--- src/rtl/fmt2_sequencer.sv ---
// fmt2_sequencer: control stage for MSP430 format II shift-class instructions
// (RRC, SWPB, RRA, SXT). Fetches the operand for the As addressing mode, drives
// the external combinational shifter, and writes back the result and SR flags.
// Byte reads return the addressed byte in mem_rdata[7:0]; byte writes carry the
// byte in mem_wdata[7:0].
module fmt2_sequencer #(
  parameter int SIZE_BYTE = 8,
  parameter int SIZE_WORD = 16
) (
  input  logic                 clk,
  input  logic                 rst,
  input  logic                 instr_valid,
  output logic                 instr_ready,
  input  logic [15:0]          instr,
  output logic [3:0]           rf_raddr,
  input  logic [SIZE_WORD-1:0] rf_rdata,
  output logic [3:0]           rf_waddr,
  output logic [SIZE_WORD-1:0] rf_wdata,
  output logic                 rf_we,
  input  logic                 sr_c,
  output logic [3:0]           sr_flags_we,
  output logic [3:0]           sr_flags,
  output logic [SIZE_WORD-1:0] mem_addr,
  output logic                 mem_rd,
  output logic                 mem_wr,
  output logic                 mem_bw,
  output logic [SIZE_WORD-1:0] mem_wdata,
  input  logic [SIZE_WORD-1:0] mem_rdata,
  input  logic                 mem_ack,
  output logic [1:0]           sh_fs,
  output logic                 sh_bw,
  output logic [SIZE_WORD-1:0] sh_dst,
  input  logic [SIZE_WORD-1:0] sh_out,
  input  logic [3:0]           sh_cvnz,
  output logic                 done,
  output logic                 illegal
);

  typedef enum logic [2:0] {
    IDLE = 3'd0, EXT = 3'd1, RD = 3'd2, INC = 3'd3, EXEC = 3'd4, WB = 3'd5
  } state_t;

  localparam logic [1:0] OPC_RRC  = 2'b00;
  localparam logic [1:0] OPC_SWPB = 2'b01;
  localparam logic [1:0] OPC_RRA  = 2'b10;
  localparam logic [1:0] OPC_SXT  = 2'b11;

  localparam logic [SIZE_WORD-1:0] ZERO_W = {SIZE_WORD{1'b0}};
  localparam logic [SIZE_WORD-SIZE_BYTE-1:0] ZERO_HI = {(SIZE_WORD-SIZE_BYTE){1'b0}};

  state_t               state_r, state_nxt_s;
  logic [1:0]           opc_r, as_r;
  logic                 bw_r, cg_r, illegal_r;
  logic [3:0]           rn_r, flags_r;
  logic [SIZE_WORD-1:0] rn_val_r, ea_r, opnd_r, res_r;

  logic                 bad_s, cg_s, zero_s, wb_done_s;
  logic [SIZE_WORD-1:0] cg_val_s, res_s, wb_data_s, step_s;
  logic [3:0]           flags_s, flag_mask_s;
  logic                 unused_v_flag;

  // Word accesses are always even-aligned; byte accesses keep bit 0.
  function automatic logic [SIZE_WORD-1:0] bus_addr(input logic [SIZE_WORD-1:0] a,
                                                    input logic bw);
    bus_addr = bw ? a : {a[SIZE_WORD-1:1], 1'b0};
  endfunction

  // The shifter's V output is never used: V is always written as 0.
  assign unused_v_flag = sh_cvnz[2];

  // Decode of the presented word: legality and constant-generator operand.
  always_comb begin
    // opc >= 100 has bit 9 set; SWPB/SXT (001/011) are the legal opcodes with bit 7 set.
    bad_s    = (instr[15:10] != 6'b000100) || instr[9] || (instr[6] && instr[7]);
    cg_s     = (instr[3:0] == 4'd3) || ((instr[3:0] == 4'd2) && instr[5]);
    cg_val_s = ZERO_W;
    if (instr[3:0] == 4'd3) begin
      case (instr[5:4])
        2'b00:   cg_val_s = 16'h0000;
        2'b01:   cg_val_s = 16'h0001;
        2'b10:   cg_val_s = 16'h0002;
        default: cg_val_s = 16'hFFFF;
      endcase
    end else begin
      case (instr[5:4])
        2'b11:   cg_val_s = 16'h0008;
        default: cg_val_s = 16'h0004;
      endcase
    end
  end

  // Result fix-up (RRC carry-in) and flag values for the EXEC cycle.
  always_comb begin
    res_s = sh_out;
    if (opc_r == OPC_RRC) begin
      if (bw_r) res_s[SIZE_BYTE-1] = sr_c;
      else      res_s[SIZE_WORD-1] = sr_c;
    end else begin
      res_s = sh_out;
    end
    zero_s = bw_r ? (res_s[SIZE_BYTE-1:0] == {SIZE_BYTE{1'b0}}) : (res_s == ZERO_W);
    case (opc_r)
      OPC_RRC: flags_s = {sh_cvnz[3], 1'b0, sr_c, zero_s};
      OPC_RRA: flags_s = {sh_cvnz[3], 1'b0, sh_cvnz[1], sh_cvnz[0]};
      OPC_SXT: flags_s = {~sh_cvnz[0], 1'b0, sh_cvnz[1], sh_cvnz[0]};
      default: flags_s = 4'b0000;
    endcase
    flag_mask_s = (opc_r == OPC_SWPB) ? 4'b0000 : 4'b1111;
  end

  assign step_s    = (bw_r && (rn_r != 4'd1)) ? 16'h0001 : 16'h0002;
  assign wb_data_s = bw_r ? {ZERO_HI, res_r[SIZE_BYTE-1:0]} : res_r;
  // Register and constant-generator writebacks finish at once; memory waits for ack.
  assign wb_done_s = (state_r == WB) && (cg_r || (as_r == 2'b00) || mem_ack);

  assign done        = wb_done_s;
  assign illegal     = illegal_r;
  assign sr_flags_we = wb_done_s ? flag_mask_s : 4'b0000;
  assign sr_flags    = wb_done_s ? flags_r : 4'b0000;

  // State register.
  always_ff @(posedge clk or posedge rst) begin
    if (rst) state_r <= IDLE;
    else     state_r <= state_nxt_s;
  end

  // Next-state logic.
  always_comb begin
    state_nxt_s = state_r;
    case (state_r)
      IDLE: begin
        if (!instr_valid || bad_s) state_nxt_s = IDLE;
        else if (cg_s)             state_nxt_s = EXEC;
        else begin
          case (instr[5:4])
            2'b00:   state_nxt_s = EXEC;
            2'b01:   state_nxt_s = EXT;
            default: state_nxt_s = RD;
          endcase
        end
      end
      EXT:     state_nxt_s = mem_ack ? RD : EXT;
      RD: begin
        if (mem_ack) state_nxt_s = (as_r == 2'b11) ? INC : EXEC;
        else         state_nxt_s = RD;
      end
      INC:     state_nxt_s = EXEC;
      EXEC:    state_nxt_s = WB;
      WB:      state_nxt_s = wb_done_s ? IDLE : WB;
      default: state_nxt_s = IDLE;
    endcase
  end

  // Datapath registers: field latch at acceptance, EA, operand, result, flags.
  always_ff @(posedge clk or posedge rst) begin
    if (rst) begin
      opc_r <= 2'b00; as_r <= 2'b00; bw_r <= 1'b0; cg_r <= 1'b0; rn_r <= 4'd0;
      rn_val_r <= ZERO_W; ea_r <= ZERO_W; opnd_r <= ZERO_W; res_r <= ZERO_W;
      flags_r <= 4'b0000; illegal_r <= 1'b0;
    end else begin
      illegal_r <= 1'b0;
      case (state_r)
        IDLE: begin
          if (instr_valid) begin
            illegal_r <= bad_s;
            opc_r     <= instr[8:7];
            bw_r      <= instr[6];
            as_r      <= instr[5:4];
            rn_r      <= instr[3:0];
            cg_r      <= cg_s;
            rn_val_r  <= rf_rdata;
            ea_r      <= rf_rdata;
            opnd_r    <= cg_s ? cg_val_s : rf_rdata;
          end
        end
        EXT: begin
          if (mem_ack) ea_r <= mem_rdata + ((rn_r == 4'd2) ? ZERO_W : rn_val_r);
        end
        RD: begin
          if (mem_ack) opnd_r <= bw_r ? {ZERO_HI, mem_rdata[SIZE_BYTE-1:0]} : mem_rdata;
        end
        EXEC: begin
          res_r   <= res_s;
          flags_r <= flags_s;
        end
        default: ;
      endcase
    end
  end

  // Output decode per state: register file, memory and shifter controls.
  always_comb begin
    instr_ready = 1'b0;
    rf_raddr    = 4'd0;
    rf_waddr    = 4'd0;
    rf_wdata    = ZERO_W;
    rf_we       = 1'b0;
    mem_addr    = ZERO_W;
    mem_rd      = 1'b0;
    mem_wr      = 1'b0;
    mem_bw      = 1'b0;
    mem_wdata   = ZERO_W;
    sh_fs       = 2'b00;
    sh_bw       = 1'b0;
    sh_dst      = ZERO_W;
    case (state_r)
      IDLE: begin
        instr_ready = 1'b1;
        if (instr_valid) rf_raddr = instr[3:0];
        else             rf_raddr = 4'd0;
      end
      EXT: begin
        // Extension word lives at PC; PC advances past it when it arrives.
        rf_raddr = 4'd0;
        mem_rd   = 1'b1;
        mem_addr = bus_addr(rf_rdata, 1'b0);
        if (mem_ack) begin
          rf_we    = 1'b1;
          rf_waddr = 4'd0;
          rf_wdata = rf_rdata + 16'h0002;
        end else begin
          rf_we = 1'b0;
        end
      end
      RD: begin
        mem_rd   = 1'b1;
        mem_bw   = bw_r;
        mem_addr = bus_addr(ea_r, bw_r);
      end
      INC: begin
        rf_we    = 1'b1;
        rf_waddr = rn_r;
        rf_wdata = rn_val_r + step_s;
      end
      EXEC: begin
        sh_fs  = {opc_r[0], opc_r[1]};
        sh_bw  = bw_r;
        sh_dst = opnd_r;
      end
      WB: begin
        if (cg_r) begin
          rf_we = 1'b0;
        end else if (as_r == 2'b00) begin
          rf_we    = 1'b1;
          rf_waddr = rn_r;
          rf_wdata = wb_data_s;
        end else begin
          mem_wr    = 1'b1;
          mem_bw    = bw_r;
          mem_addr  = bus_addr(ea_r, bw_r);
          mem_wdata = wb_data_s;
        end
      end
      default: ;
    endcase
  end

endmodule

--- config.mk ---
export PLATFORM = sky130hd
export DESIGN_NAME = fmt2_sequencer
export DESIGN_NICKNAME = d
export VERILOG_FILES = /design/src/rtl/fmt2_sequencer.sv
export SDC_FILE = /design/constraint.sdc
export NUM_CORES = 1
export LEC_CHECK = 0
export CORE_MARGIN = 2
export CORE_UTILIZATION = 50
export CTS_BUF_LIST = sky130_fd_sc_hd__clkbuf_2
export DETAILED_ROUTE_END_ITERATION = 7
export GPL_ROUTABILITY_DRIVEN = 0
export GPL_TIMING_DRIVEN = 0
export PLACE_DENSITY = 0.86
export SYNTH_ARGS = -nofsm -noshare
export SYNTH_HDL_FRONTEND = slang
export SYNTH_SLANG_ARGS = --single-unit
--- constraint.sdc ---
create_clock -name clk -period 4.65 [get_ports clk]
set_clock_uncertainty 0.05 [all_clocks]
set_input_delay 0.6975 -clock clk [delete_from_list [all_inputs] [get_ports clk]]
set_output_delay 0.6975 -clock clk [all_outputs]
set_load 0.01 [all_outputs]
==> out/metrics.yaml <==
cts.sinks: 81
routedWlPerCell_microns: 17.8
met2_wirelength_mm: 8.79
cts_max_level: 3
antennaDiodeCount: 0
synth-seq-cells: 81
fp.dieH_microns: 112
yosys.cell_types.count: 60
synthTopCellsByArea: "dfrtp_1, nand2_1, o21ai_0, ha_1, a22oi_1"
hold_viol: 0
critical_path_class: "reg -> out"
ios: 163
synth_cells: 739
yosys.area_share.adder: 0.0455
rsz0062_at_grt: "false"
cts-root-buf: "clkbuf_2"
viasPerCell: 5.89
synthTopCellsByCount: "nand2_1, dfrtp_1, o21ai_0, nor2_1, a21oi_1"
yosysSeqAreaShare: 0.348
synth_simple_gate_area_frac: 0.287
final.setup.tns_ns: 0
nNetsFinal: 997
grt_pass1_vias: 5907
synth_warnings: 0
wl_met1_mm: 7.94
synth_top_family_by_area: "simple AND/OR/NAND/NOR gates"
synth_nets: 832
endpoint_kind: "output port"
fill_cells: 982
leakage_nw: 3.36
grt_pass1_wl_mm: 29.4
min_period_ns: 4.50
peakVddDrop_mv: 0.304
initial_core_util: 0.510
yosysTopAreaCell: "dfrtp_1"
synthMuxAreaShare: 0.00859
clockBufferDepth: 2
die_area_sq_mm: 0.0125
period_share: 0.968
drt_iter0_markers: 484
io_buffers: 152
synth_top_area_share: 0.348
worst_pin_slew_ns: 1.04
finalWirelength_mm: 18.8
drv_cap: 0
maxSlewViolCount: 0
drive_above_1_share: 0.0550
ys_async_sr_fraction: 1.00
hold_class: "in -> reg"
status: "finished clean"
cp.required_ns: 3.90
synthFlopType: "dfrtp_1"
powerDensity_mw_per_mm2: 548
route.detailed.drc: 0
reg2reg_depth: 11
clkLatencyLatePin_ns: 0.57
critPathLaunchType: "register"
vias: 6200
ant_nets: 0
fmax_ghz: 0.222
dr.pass1.iters: 6
min_path_cells: 3
synth_compound_area_frac: 0.204
path_clk_slew_ns: 0.27
area_growth_pct: 32.3
arrival_ns: 3.75
grt_util_all_layers: 0.292
wl_met3_mm: 1.55
relSlewSlack: 0.300
syn_avg_cell_area_sq_um: 7.88
fp.dieW_microns: 112
antenna_found_initial: 0
cp_max_fo: 3
synth_area_sq_mm: 0.00583
top_layer_used: "met4"
rows: 39
synthMostInstantiatedCell: "nand2_1"
cts_buffers: 9
setup_viol: 0
cts_tree: "done"
coreArea_sq_mm: 0.0114
fin_hold_ws_ns: 0.347
postCtsHoldBufs: 0
global_route.overflow_total: 0
synth-edff-count: 0
synth_xor_area_frac: 0.0586
grt_max_degree: 57
hpwl_mm: 14.6
-- where the power goes --
group | switching [mW] | internal [mW]
clock network | 0.290 | 0.129
logic | 1.40 | 1.08
registers | 0.287 | 1.04
-- registers in the layout, summed over array words and instances (netlist names) --
name / flops
ea_r: 16
opnd_r: 16
res_r: 16
rn_val_r: 16
rn_r: 4
flags_r: 3
state_r: 3
as_r: 2
opc_r: 2
bw_r: 1
cg_r: 1
illegal: 1
-- worst max-delay path, stage by stage, from the launching register on --
cell,delay [ns]
dfrtp_1,0.45
inv_1,0.10
o41ai_4,0.42
inv_1,0.13
fa_1,0.47
or2_2,0.37
nor2_1,0.19
nand3_1,0.11
xor2_1,0.16
o21ai_0,0.22
clkdlybuf4s50_1,0.58
-- final timing paths --
kind | start | end | slack [ns]
min in group asynchronous | rst | opnd_r[4] | 0.37
max reg2reg | rn_r[3] | ea_r[12] | 0.43
max | rn_r[0] | rf_wdata[12] | 0.15
min | rf_rdata[4] | rn_val_r[4] | 0.35
min reg2reg | opnd_r[2] | opnd_r[2] | 0.46
max in group asynchronous | rst | ea_r[15] | 3.56
-- routing by layer --
layer / global-route usage / vias up
met2: 0.467 / 310
met4: 0.100 / 0
met5: 0 / -
li1: - / 2905
met3: 0.0506 / 48
met1: 0.403 / 2937
-- through the flow --
stage / utilization / cells / instance area [sq um] / power, mW / setup WS (ns)
final: 0.675 / 1052 / 7710 / 4.22 / 0.149
after global routing: 0.675 / 1052 / 7710 / 4.53 / 0.0180
after CTS: 0.673 / 1050 / 7680 / 4.16 / 0.144
after detailed placement: 0.662 / 1035 / 7560 / 3.74 / 0.424
after global placement: 0.659 / 1034 / 7530 / 3.68 / 0.439
after floorplan: - / 739 / 5830 / 2.87 / 1.40
-- layout by cell type (no fill, tap or decap), drive strengths merged, types with 11 or more instances in the layout --
master,instances
o21ai,60
and3,25
a22oi,27
a21oi,31
nand3,15
nor2b,16
nor3,11
a22o,14
xor2,17
dfrtp,81
clkdlybuf4s50,152
nand2,164
inv,14
and2,27
nor2,52
a21o,11
xnor2,22
clkbuf,38
ha,18
buf,23
-- what timing repair did --
action,CTS,global route
endpoints found under the setup margin,4,2
gates cloned,0,0
gates resized for setup,2,1
buffers inserted,0,2
-- cell type report --
type,count,area (sq um),share of cell area
repair buffers,155,1560,0.203
clock buffers,9,45.0,0.00584
flip-flops and latches,81,2030,0.263
inverters,12,47.5,0.00617
multi-input cells,596,3540,0.460
clock inverters,7,77.6,0.0101
well taps,143,179,0.0232
plain buffers,49,225,0.0292
-- cell families (layout without fill, tap and decap cells) --
| kind of cell | count (synthesis) | after routing |
|---|---|---|
| AND/OR/NAND/NOR | 346 | 346 |
| AO/OA/AOI/OAI | 185 | 185 |
| flip-flops | 81 | 81 |
| buffers and inverters | 62 | 232 |
| XOR/XNOR | 39 | 39 |
| adder cells (fa/ha/maj) | 20 | 20 |
| multiplexers | 5 | 5 |
| other | 1 | 1 |
(Power assumes the default switching activity.)
